[src/rtl/dot_product_engine_param.sv]
// Streaming dot-product engine: accumulates in_a*in_b over vec_len handshaked beats.
// Optional DP_SATURATE_EN clamps the accumulator on overflow instead of wrapping.
module dot_product_engine_param #(
  parameter int DATA_W = 8,
  parameter int LEN_W  = 8,
  parameter int ACC_W  = 32
) (
  input  logic              ACLK,
  input  logic              ARESET,
  input  logic              start,
  input  logic [LEN_W-1:0]  vec_len,
  input  logic              signed_mode,
  input  logic              in_valid,
  output logic              in_ready,
  input  logic [DATA_W-1:0] in_a,
  input  logic [DATA_W-1:0] in_b,
  output logic              res_valid,
  input  logic              res_ready,
  output logic [DATA_W-1:0] DP_A,
  output logic [DATA_W-1:0] DP_B,
  output logic [ACC_W-1:0]  DP_RESULT,
  output logic              overflow,
  output logic              busy
);

  // state | meaning
  // IDLE  | waiting for start; result of last operation held
  // ACCUM | accepting operand pairs
  // DONE  | result presented until res_ready
  typedef enum logic [1:0] {IDLE, ACCUM, DONE} state_t;

  state_t                     state, state_nxt;
  logic [LEN_W-1:0]           len_q, cnt, cnt_inc;
  logic                       mode_q;
  logic                       beat, last_beat, start_ok;
  logic signed [2*DATA_W-1:0] prod_s;
  logic [2*DATA_W-1:0]        prod_u;
  logic [ACC_W-1:0]           prod_ext, acc_nxt;
  logic [ACC_W:0]             sum;
  logic                       add_ovf;

  assign start_ok  = (state == IDLE) && start;
  assign beat      = in_valid && (state == ACCUM);
  assign cnt_inc   = cnt + 1'b1;
  assign last_beat = (cnt_inc == len_q);

  assign prod_s   = $signed(in_a) * $signed(in_b);
  assign prod_u   = in_a * in_b;
  assign prod_ext = mode_q ? ACC_W'(prod_s) : ACC_W'(prod_u);
  assign sum      = {1'b0, DP_RESULT} + {1'b0, prod_ext};

  // Signed overflow: both addends share a sign that the result does not.
  assign add_ovf = mode_q
    ? ((DP_RESULT[ACC_W-1] == prod_ext[ACC_W-1]) && (sum[ACC_W-1] != DP_RESULT[ACC_W-1]))
    : sum[ACC_W];

`ifdef DP_SATURATE_EN
  // Once clamped, the accumulator is frozen for the rest of the operation.
  always_comb begin
    acc_nxt = sum[ACC_W-1:0];
    if (overflow) begin
      acc_nxt = DP_RESULT;
    end else if (add_ovf) begin
      if (!mode_q)
        acc_nxt = '1;
      else if (DP_RESULT[ACC_W-1])
        acc_nxt = {1'b1, {(ACC_W-1){1'b0}}};
      else
        acc_nxt = {1'b0, {(ACC_W-1){1'b1}}};
    end
  end
`else
  assign acc_nxt = sum[ACC_W-1:0];
`endif

  always_ff @(posedge ACLK or posedge ARESET) begin
    if (ARESET) state <= IDLE;
    else        state <= state_nxt;
  end

  always_comb begin
    state_nxt = state;
    in_ready  = 1'b0;
    res_valid = 1'b0;
    busy      = (state != IDLE);
    case (state)
      IDLE:    if (start) state_nxt = (vec_len == '0) ? DONE : ACCUM;
      ACCUM: begin
        in_ready = 1'b1;
        if (beat && last_beat) state_nxt = DONE;
      end
      DONE: begin
        res_valid = 1'b1;
        if (res_ready) state_nxt = IDLE;
      end
      default: state_nxt = IDLE;
    endcase
  end

  always_ff @(posedge ACLK or posedge ARESET) begin
    if (ARESET) begin
      len_q     <= '0;
      mode_q    <= 1'b0;
      cnt       <= '0;
      DP_A      <= '0;
      DP_B      <= '0;
      DP_RESULT <= '0;
      overflow  <= 1'b0;
    end else if (start_ok) begin
      len_q     <= vec_len;
      mode_q    <= signed_mode;
      cnt       <= '0;
      DP_RESULT <= '0;
      overflow  <= 1'b0;
    end else if (beat) begin
      DP_A      <= in_a;
      DP_B      <= in_b;
      cnt       <= cnt_inc;
      DP_RESULT <= acc_nxt;
      if (add_ovf) overflow <= 1'b1;
    end
  end

endmodule

[config.mk]
export PLATFORM = sky130hd
export DESIGN_NAME = dot_product_engine_param
export DESIGN_NICKNAME = d
export VERILOG_FILES = /design/src/rtl/dot_product_engine_param.sv
export SDC_FILE = /design/constraint.sdc
export NUM_CORES = 1
export LEC_CHECK = 0
export BUFFER_PORTS_ARGS = -buffer_cell sky130_fd_sc_hd__buf_2
export CORE_MARGIN = 4
export CORE_UTILIZATION = 35
export CTS_CLUSTER_DIAMETER = 150
export DETAILED_ROUTE_END_ITERATION = 16
export PLACE_DENSITY = 0.53
export SYNTH_ARGS = -nofsm -noshare
export SYNTH_HDL_FRONTEND = slang
export SYNTH_SLANG_ARGS = --single-unit
[constraint.sdc]
create_clock -name ACLK -period 4.7 [get_ports ACLK]
set_clock_uncertainty 0.15 [all_clocks]
set_input_delay 0.235 -clock ACLK [delete_from_list [all_inputs] [get_ports ACLK]]
set_output_delay 0.235 -clock ACLK [all_outputs]
set_load 0.01 [all_outputs]
=== After elaboration in Yosys (flattened, before gate mapping) ===
Cells that the tools add are included.

* Add/subtract/negate cells: 2
* Multiply operators: 2
* Equal/unequal tests: 8
* Muxes and demuxes: 16
* Bitwise operators: 1
* Reduce and logical (&&, ||, !) cells: 12

{| class="wikitable"
|+ Operator list
! cell !! count
|-
| 32-bit 2-to-1 mux || 3
|-
| 32-bit by 32-bit adder with 33-bit output || 1
|-
| 8-bit by 8-bit multiplier with 16-bit output || 2
|-
| 8-bit 2-to-1 mux || 2
|-
| 8-bit by 1-bit adder with 8-bit output, second input constant || 1
|-
| 8-bit == test || 1
|-
| 8-bit zero test || 1
|-
| 2-bit 2-to-1 mux || 4
|-
| 1-bit 2-to-1 mux || 6
|-
| 2-bit one-hot mux with 3 select lines || 1
|-
| 2-bit nonzero test || 3
|-
| 1-bit logical AND || 4
|-
| 2-bit inequality test, second input constant || 2
|-
| 2-bit AND reduction || 2
|-
| 3-bit AND reduction || 1
|-
| 2-bit by 1-bit == test with 1-bit output, second input constant || 1
|-
| 2-bit == test, second input constant || 1
|-
| 2-bit zero test || 1
|-
| 2-bit by 1-bit inequality test with 1-bit output, second input constant || 1
|-
| 1-bit == test || 1
|-
| 1-bit inequality test || 1
|-
| 1-bit NOT || 1
|}

* Register bits after elaboration: 68
* Input bits: 30
* Word-level logic and storage cells: 49

=== Logic depth before layout (Yosys ltp) ===
Gate-level depths: netlist of the first run.

* Depth in word-level cells: 9
* Gate-level depth with buffers: 29
* Depth with buffers taken out: 27

=== Worst setup path before layout of the first run ===
No wires, ideal clock.

* Path kind: input -> register
* From: input in_a[7]
* To: register overflow
* Arrival time: 7169 ps
* Data required time: 4481 ps
* Setup slack: -2688 ps
* Stages: 26
* Buffers on the path: 2
* Cells stage by stage: clkbuf_1 -> nand2_1 -> fa_1 -> fa_1 -> inv_1 -> fa_1 -> inv_1 -> fa_1 -> inv_1 -> ha_1 -> a21oi_1 -> inv_1 -> a21oi_1 -> o21ai_0 -> o21a_1 -> o21ai_0 -> a21o_1 -> ha_1 -> clkbuf_2 -> nand4_1 -> or4_4 -> a21oi_4 -> nor3_2 -> o31a_1 -> or4b_1 -> nand3_1

* Cells in the longest elaborated chain, start to end: 8
* Elaborated cells on any way between the ends: 10

{| class="wikitable"
|+ Ends and longest elaborated chain
! element !! line !! source
|-
| start, declared || 15 || <nowiki>input logic [DATA_W-1:0] in_a,</nowiki>
|-
| 8-bit by 8-bit multiplier with 16-bit output (on tied branches) || 48, 47 ||
|-
| 32-bit 2-to-1 mux (*) || 49 || <nowiki>assign prod_ext = mode_q ? ACC_W'(prod_s) : ACC_W'(prod_u);</nowiki>
|-
| 32-bit by 32-bit adder with 33-bit output || 50 || <nowiki>assign sum = {1'b0, DP_RESULT} + {1'b0, prod_ext};</nowiki>
|-
| 1-bit inequality test || 54 || <nowiki>? ((DP_RESULT[ACC_W-1] == prod_ext[ACC_W-1]) && (sum[ACC_W-1] != DP_RESULT[ACC_W-1]))</nowiki>
|-
| 1-bit logical AND || 54 ||
|-
| 1-bit 2-to-1 mux (*) || 54 ||
|-
| 2-bit nonzero test (no source line) (*) || - ||
|-
| 2-bit AND reduction (no source line) (*) || - ||
|-
| end signal, assigned || 108 || <nowiki>overflow <= 1'b0;</nowiki>
|-
| end signal, assigned || 114 || <nowiki>overflow <= 1'b0;</nowiki>
|-
| end signal, assigned || 120 || <nowiki>if (add_ovf) overflow <= 1'b1;</nowiki>
|-
| end, declared || 22 || <nowiki>output logic overflow,</nowiki>
|}

Mark *: on every way between the ends. The rest lies on a longest branch, timed or not.
A chain may end at the register's enable or synchronous reset.

=== Worst setup path in the final report of the first run ===
* From: input in_b[7]
* To: register overflow

* Cells in the longest elaborated chain, start to end: 8
* Elaborated cells on any way between the ends: 10

{| class="wikitable"
|+ Ends and longest elaborated chain
! element !! line !! source
|-
| start, declared || 16 || <nowiki>input logic [DATA_W-1:0] in_b,</nowiki>
|-
| 8-bit by 8-bit multiplier with 16-bit output (on tied branches) || 48, 47 ||
|-
| 32-bit 2-to-1 mux (*) || 49 ||
|-
| 32-bit by 32-bit adder with 33-bit output || 50 ||
|-
| 1-bit inequality test || 54 ||
|-
| 1-bit logical AND || 54 ||
|-
| 1-bit 2-to-1 mux (*) || 54 ||
|-
| 2-bit nonzero test (no source line) (*) || - ||
|-
| 2-bit AND reduction (no source line) (*) || - ||
|}

Marked as above.

==> results.txt, run 1 <==
----------------------------------------------------
[Final layout]
  Count of fill cells added during filler insertion ... 2333
  # nets final ... 1506
  Share of layout cells above drive strength 1 ... 39.0%
  Antenna diode count ... 0
  Post-layout instance count excluding filler cells ... 1628
  Synth-to-Final Area Change ... 46.3%

[Floorplanning]
  Placement row count ... 57
  Die area ... 27300 um2
  Initial cell density of the core ... 35.5%
  Vertical die dimension ... 165 um
  Area inside the core boundary ... 24300 um2
  Width of the die ... 165 um
  Number of top-level pins ... 82

[Worst setup path]
  Highest net fanout along the worst path ... 7
  Stage delay of the slowest cell on the critical path ... 550 ps
  Data required time of the worst path ... 4830 ps
  Critical path class ... in2reg
  Crit start category ... input port
  Cell type with the highest occurrence count on the critical path ... fa_1
  Data arrival time of the critical path ... 6060 ps
  Cell type group with the largest total delay on the critical path ... adder cells
  Worst setup slack for register-to-register paths ... 1040 ps
  Critical Path Slowest Stage Cell ... fa_1
  Worst path bufs/invs ... 5
  Category of the worst setup path capture point ... flip-flop

[Synth]
  Number of enable-type register cells in the synthesized netlist ... 0
  Synth Cell Area ... 8640 um2
  Proportion of netlist area held by the largest area contributor ... 19.9%
  Async S/R FF share, synth ... 100%
  Unique masters post-synth ... 59
  Compound-cell area share of the yosys netlist ... 13.9%
  Dominant cells by area after synthesis ... fa_1, dfrtp_1, ha_1
  Adder and majority cell fraction of the synthesized area ... 33.1%
  Synthesis-stage register bit count ... 68
  Cell type contributing the most total cell area after synthesis ... fa_1
  Share of the yosys chip area belonging to registers ... 19.7%
  Avg Inst Size Synth ... 8.61 um2
  Number of standard cells after synthesis ... 1003
  Top cells by instance count after synthesis ... inv_1, nand2_1, ha_1
  Yosys warning count ... 0
  Mux cell area share after synthesis ... 1.80%
  Most numerous cell in the Yosys netlist ... inv_1
  Syn nets ... 1210
  Leading register cell type out of synthesis ... dfrtp_1
  Xor-xnor portion of the synthesized cell area ... 6.79%
  Simple-gate share of the synthesized area ... 15.5%
  Combinational family with the most area after synthesis ... adder cells

[Detailed routing]
  WL final ... 24000 um
  Average wire length per cell after detail routing ... 14.8 um
  Number of vias per cell after detailed routing ... 4.76
  Number of optimization iterations in the first detailed-route pass ... 4
  Detailed-route via count ... 7755
  DRC violation count after routing ... 0
  Antenna Violating Nets Remaining ... 0
  Number of DRC violations after detailed-routing iteration 0 ... 233

[Clock network]
  Level count of the clock H-tree ... 3
  TritonCTS clock tree ... done
  Clock Latency Late Sink ... 350 ps
  Clock root buffer ... clkbuf_16
  Number of sinks driven by the clock tree ... 68
  Number of buffers between clock root and the deepest sink ... 2
  Clock buffers created by TritonCTS ... 9
  Clk pin slew, worst setup/hold paths ... 70 ps

[Placed design]
  Final weighted congestion of routability-driven global placement ... 0.836
  DP HPWL ... 18800 um
  Number of instances in the placed design ... 1561
  Port bufs ... 81

[STA]
  Highest attainable clock frequency ... 169 MHz
  Share of the clock period used by the worst path ... 126%
  Max Transition Viols Final ... 0
  Slew @ Worst Pin ... 1190 ps
  Final setup viols ... 23
  Number of failing hold endpoints at the final stage ... 0
  RSZ-0062 raised after global routing ... yes
  Post-route minimum period ... 5920 ps
  Worst-case headroom to the max-slew limit ... 20.3%
  Worst Slack Setup Final ... -1220 ps

[Global route]
  Antenna violations before repair ... 0
  Global-route met3 utilization ... 2.66%
  GR met1 Demand/Resource ... 23.1%
  Global-route wire length before repair ... 40100 um
  All-layer global routing usage ... 18.5%
  Vias in the first global route ... 8289
  Pin count of the biggest net entering global routing ... 41
  Most used routing layer ... met2
  Remaining global-route overflow ... 0
  M2 GR Usage ... 33.8%

[Min path]
  Worst hold-check path type ... in2reg

[Outcome]
  Status ... complete, but fails checks
  Failing checks ... negative setup slack

[Job]
  Number of maximum-capacitance violations ... 0

----------------------------------------------------
==> worst reg2reg max path, delay by kind of cell, from the launching register on <==
family	cells	cell delay, ps
compound gates	7	1220
buf+inv	3	780
simple gates	4	730
fa+ha+maj	1	360
flops	1	320
==> cell type report <==
class                           count  area (um2)  area share [%]
Inverter                          175         662            5.24
Timing Repair Buffer              316        2410            19.1
Multi-Input combinational cell    729        7150            56.6
Tap cell                          324         405            3.21
Clock buffer                       10         239            1.89
Clock inverter                      6        70.1           0.554
Sequential cell                    68        1700            13.5
==> timing repair <==
item | CTS | global route
resized for setup | 114 | 75
hold buffers | 9 | 0
hold endpoints to repair | 43 | 0
setup buffers | 28 | 15
endpoints found under the setup margin | 25 | 25
pin swaps | 82 | 38
==> sequential cells by signal (all words and copies together), names as in the netlist <==
register	count
DP_RESULT	32
DP_A	8
DP_B	8
cnt	8
len_q	8
state	2
mode_q	1
overflow	1
==> per-stage QoR <==
step | hold WS [ps] | util [%] | TNS (ps) | setup slack, ps | instance area [um2]
2_1_floorplan | 190 | - | -18710 | -1440 | 9100
3_3_place_gp | 302 | 45.5 | -32230 | -1740 | 11100
3_5_place_dp | 308 | 45.5 | -33540 | -1830 | 11100
4_1_cts | 5.73 | 49.9 | -20400 | -1270 | 12100
5_1_grt | 12.2 | 52.0 | -26200 | -1490 | 12600
6_report | 18.3 | 52.0 | -20500 | -1220 | 12600
==> layout by cell type, fill, tap and decap left out, types with 25 or more instances in the layout <==
cell type and count:
xor2_1 25, buf_4 199, buf_6 37, buf_2 66
nand2_1 121, dfrtp_1 68, xnor2_1 32, o21ai_0 30
ha_1 68, fa_1 82, inv_1 153, and2_1 32
==> layer usage <==
layer,share of wire (%),wire (um)
met1,44,10600
met2,52,12500
met3,2.5,597
met4,1.5,367
met5,0,0
==> kinds of logic after synthesis <==
group,Yosys count
buffers and inverters,206
muxes,14
AOI/OAI and AO/OA,193
adders and majority gates,177
xor gates and xnor gates,67
DFF,68
and+or+nand+nor,278
==> worst paths after layout <==
| path | endpoint | start | cells after the start |
|---|---|---|---|
| worst max register to register | DP_RESULT[25]$_DFFE_PP0P_ | mode_q$_DFFE_PP0P_ | 15 |
| min in group asynchronous | len_q[0]$_DFFE_PP0P_ | ARESET | 3 |
| max in group asynchronous | DP_RESULT[10]$_DFFE_PP0P_ | ARESET | 4 |
| worst max-delay path | overflow$_DFFE_PP0P_ | in_b[7] | 27 |
| worst min-delay path | len_q[7]$_DFFE_PP0P_ | vec_len[7] | 2 |
| worst min register to register | DP_B[1]$_DFFE_PP0P_ | DP_B[1]$_DFFE_PP0P_ | 2 |
Power of run 1 is left out: the tool's default activity adds up to more than one toggle a clock period on the data nets, which glitch-free logic cannot reach.
==> run 2, diff against run 1 <==
--- a/config.mk
+++ b/config.mk
@@ -7,10 +7,12 @@
 export LEC_CHECK = 0
 export BUFFER_PORTS_ARGS = -buffer_cell sky130_fd_sc_hd__buf_2
 export CORE_MARGIN = 4
-export CORE_UTILIZATION = 35
+export CORE_UTILIZATION = 32
 export CTS_CLUSTER_DIAMETER = 150
 export DETAILED_ROUTE_END_ITERATION = 16
-export PLACE_DENSITY = 0.53
+export GPL_TIMING_DRIVEN = 1
+export PLACE_DENSITY = 0.49
+export SLEW_MARGIN = 10
 export SYNTH_ARGS = -nofsm -noshare
 export SYNTH_HDL_FRONTEND = slang
 export SYNTH_SLANG_ARGS = --single-unit
==> results.txt, run 2 (synthesis results as in run 1) <==
----------------------------------------------------
[Outcome]
  Status ... complete, but fails checks
  Failing checks ... negative setup slack

[STA]
  Highest attainable clock frequency ... 170 MHz (+0.53%)
  Max Transition Viols Final ... 0 (unchanged)
  RSZ-0062 raised after global routing ... yes
  Worst-case headroom to the max-slew limit ... 50.2% (+30 points)
  Slew @ Worst Pin ... 745 ps (-447 ps)
  Total negative setup slack ... -20710 ps (-214 ps)
  Worst Slack Setup Final ... -1190 ps (+31.1 ps)
  Post-route minimum period ... 5890 ps (-31.1 ps)
  Final hold slack ... 75.8 ps (+57.5 ps)
  Share of the clock period used by the worst path ... 125% (-0.66 points)
  Number of failing hold endpoints at the final stage ... 0 (unchanged)
  Final setup viols ... 24 (+4.3%)

[Global route]
  Remaining global-route overflow ... 0 (unchanged)
  Vias in the first global route ... 8473 (+2.2%)
  Global-route wire length before repair ... 41300 um (+2.9%)
  Pin count of the biggest net entering global routing ... 53 (+29%)
  All-layer global routing usage ... 17.3% (-1.1 points)
  Antenna violations before repair ... 0 (unchanged)

[Placed design]
  Port bufs ... 81 (unchanged)
  Worst slack, placed ... -1750 ps (+79.6 ps)
  Number of instances in the placed design ... 1579 (+1.2%)
  Final weighted congestion of routability-driven global placement ... 0.830 (-0.68%)
  DP HPWL ... 18900 um (+0.55%)
  Area of placed instances ... 11200 um2 (+0.96%)

[Floorplanning]
  Vertical die dimension ... 172 um (+4.4%)
  Number of top-level pins ... 82 (unchanged)
  Initial cell density of the core ... 32.9% (-2.6 points)
  Die area ... 29700 um2 (+8.9%)
  Width of the die ... 172 um (+4.4%)
  Area inside the core boundary ... 26300 um2 (+8.1%)
  Placement row count ... 59 (+3.5%)

[Final layout]
  Synth-to-Final Area Change ... 45.8%
  Finished layout cell area ... 12600 um2 (-0.38%)
  # nets final ... 1507 (+0.066%)
  Largest Register ... DP_RESULT
  Share of layout cells above drive strength 1 ... 38.6% (-0.34 points)
  Most used cells in the layout excluding fill and tap cells ... buf_4, inv_1, nand2_1
  Antenna diode count ... 0 (unchanged)
  Post-layout instance count excluding filler cells ... 1640 (+0.74%)
  Count of fill cells added during filler insertion ... 2574 (+10%)
  Max reg flops ... 32 (unchanged)
  Most common library cell in the layout ignoring fill and taps ... buf_4

[Clock network]
  Clock root buffer ... clkbuf_16
  Clock Latency Late Sink ... 360 ps (about the same)
  Clock buffers created by TritonCTS ... 9 (unchanged)
  Level count of the clock H-tree ... 3 (unchanged)
  Number of buffers between clock root and the deepest sink ... 2 (unchanged)
  Clk pin slew, worst setup/hold paths ... 80 ps (about the same)
  Number of sinks driven by the clock tree ... 68 (unchanged)
  TritonCTS clock tree ... done

[Power and ir drop]
  Total leakage power ... 6.36 nW
  Worst ir drop on vdd ... 0.511 mV
  Cell Pwr Density ... 868 nW/um2

[Worst setup path]
  Launch instance of the worst register-to-register path ... mode_q$_DFFE_PP0P_
  Crit start category ... input port
  Worst path bufs/invs ... 8 (+3)
  Worst setup slack for register-to-register paths ... 990 ps (-50 ps)
  Data required time of the worst path ... 4840 ps (about the same)
  Critical path class ... in2reg
  Endpoint of the worst-slack reg-to-reg timing path ... DP_RESULT[25]$_DFFE_PP0P_
  Cell type group with the largest total delay on the critical path ... adder cells
  Critical Path Slowest Stage Cell ... fa_1
  Stage delay of the slowest cell on the critical path ... 540 ps (about the same)
  Highest net fanout along the worst path ... 6 (-1)
  Critical path launch point ... in_b[6]
  Depth of the worst register-to-register path ... 13 (-2)
  Category of the worst setup path capture point ... flip-flop
  Data arrival time of the critical path ... 6030 ps (-30 ps)

[Min path]
  Worst Hold Path Cells ... 4 (+2)
  Worst hold-check path type ... in2reg
  Worst hold path startpoint ... in_a[4]
  Terminating pin of the worst hold path ... DP_A[4]$_DFFE_PP0P_

[Detailed routing]
  Number of vias per cell after detailed routing ... 4.73 (-0.81%)
  Average wire length per cell after detail routing ... 14.8 um (+0.53%)
  Detailed-route via count ... 7749 (-0.077%)
  WL final ... 24300 um (+1.3%)
  DRC violation count after routing ... 0 (unchanged)
  Number of optimization iterations in the first detailed-route pass ... 4 (unchanged)
  Number of DRC violations after detailed-routing iteration 0 ... 219 (-6.0%)
  Antenna Violating Nets Remaining ... 0 (unchanged)

[Job]
  Number of maximum-capacitance violations ... 0 (unchanged)

----------------------------------------------------
==> run 2: cell types whose count changed in the layout (fill, tap and decap cells not counted), moves of 4 or more <==
cell	previous run	this run
buf_12	3	7
buf_4	199	205
buf_6	37	24
inv_1	153	149
inv_2	19	24
==> run 2: worst max path at each step <==
| stage | to | slack [ps] | cells after the start |
|---|---|---|---|
| 6_report | overflow$_DFFE_PP0P_ | -1190 | 27 |
| 5_1_grt | overflow$_DFFE_PP0P_ | -1450 | 27 |
| 4_1_cts | DP_RESULT[25]$_DFFE_PP0P_ | -1270 | 27 |
| 3_5_place_dp | DP_RESULT[25]$_DFFE_PP0P_ | -1750 | 29 |
| 3_3_place_gp | DP_RESULT[25]$_DFFE_PP0P_ | -1780 | 27 |
| 2_1_floorplan | overflow$_DFFE_PP0P_ | -1440 | 27 |
==> run 2: per-layer routing <==
metal	track usage (%)	wire length, um	part of all wire (%)	vias up
li1	-	-	-	3854
met1	21.9	11000	45	3788
met2	31.7	12500	51	89
met3	2.61	671	2.8	18
met4	2.94	201	0.83	0
met5	0	0	0	-
==> run 2: per-stage QoR <==
step | utilization (%) | total power, mW
after floorplan | - | 5.96
after global placement | 42.5 | 8.73
after detailed placement | 42.5 | 8.74
after CTS | 46.2 | 10.3
after global routing | 47.9 | 12.0
final | 47.9 | 10.9
==> run 2: area by class of cell <==
type | instances | area (um2) | share of cell area (%)
tap | 335 | 419 | 3.33
clock buffer | 9 | 225 | 1.79
timing repair buffer | 317 | 2460 | 19.6
clock inverter | 7 | 82.6 | 0.656
multi-input combinational | 729 | 7040 | 55.9
sequential | 68 | 1700 | 13.5
inverter | 175 | 659 | 5.24
==> run 2: timing repair <==
| action | CTS | global route |
|---|---|---|
| pin swaps | 62 | 58 |
| resized for setup | 112 | 57 |
| setup buffers | 17 | 21 |
| hold buffers | 11 | 0 |
| setup endpoints to repair | 25 | 25 |
| hold endpoints to repair | 40 | 0 |
| gates cloned | 0 | 1 |
==> run 2: worst reg2reg max path, cell delays in order (launching register included) <==
cell      delay, ps
dfrtp_1         580
clkinv_1        420
nor2_1          200
a21oi_1          60
ha_1            320
a21o_1          190
a221o_1         360
a31oi_4         240
a21oi_4         100
buf_6           130
o31ai_4         190
a21boi_2         90
or3_1           350
a32o_1          220
==> run 2: power breakdown <==
| part | total [mW] | switching, mW | internal, mW |
|---|---|---|---|
| registers | 1.01 | 0.194 | 0.812 |
| logic | 9.16 | 4.42 | 4.74 |
| clock network | 0.759 | 0.337 | 0.422 |
Note: power is estimated with default switching activity, not from simulation.
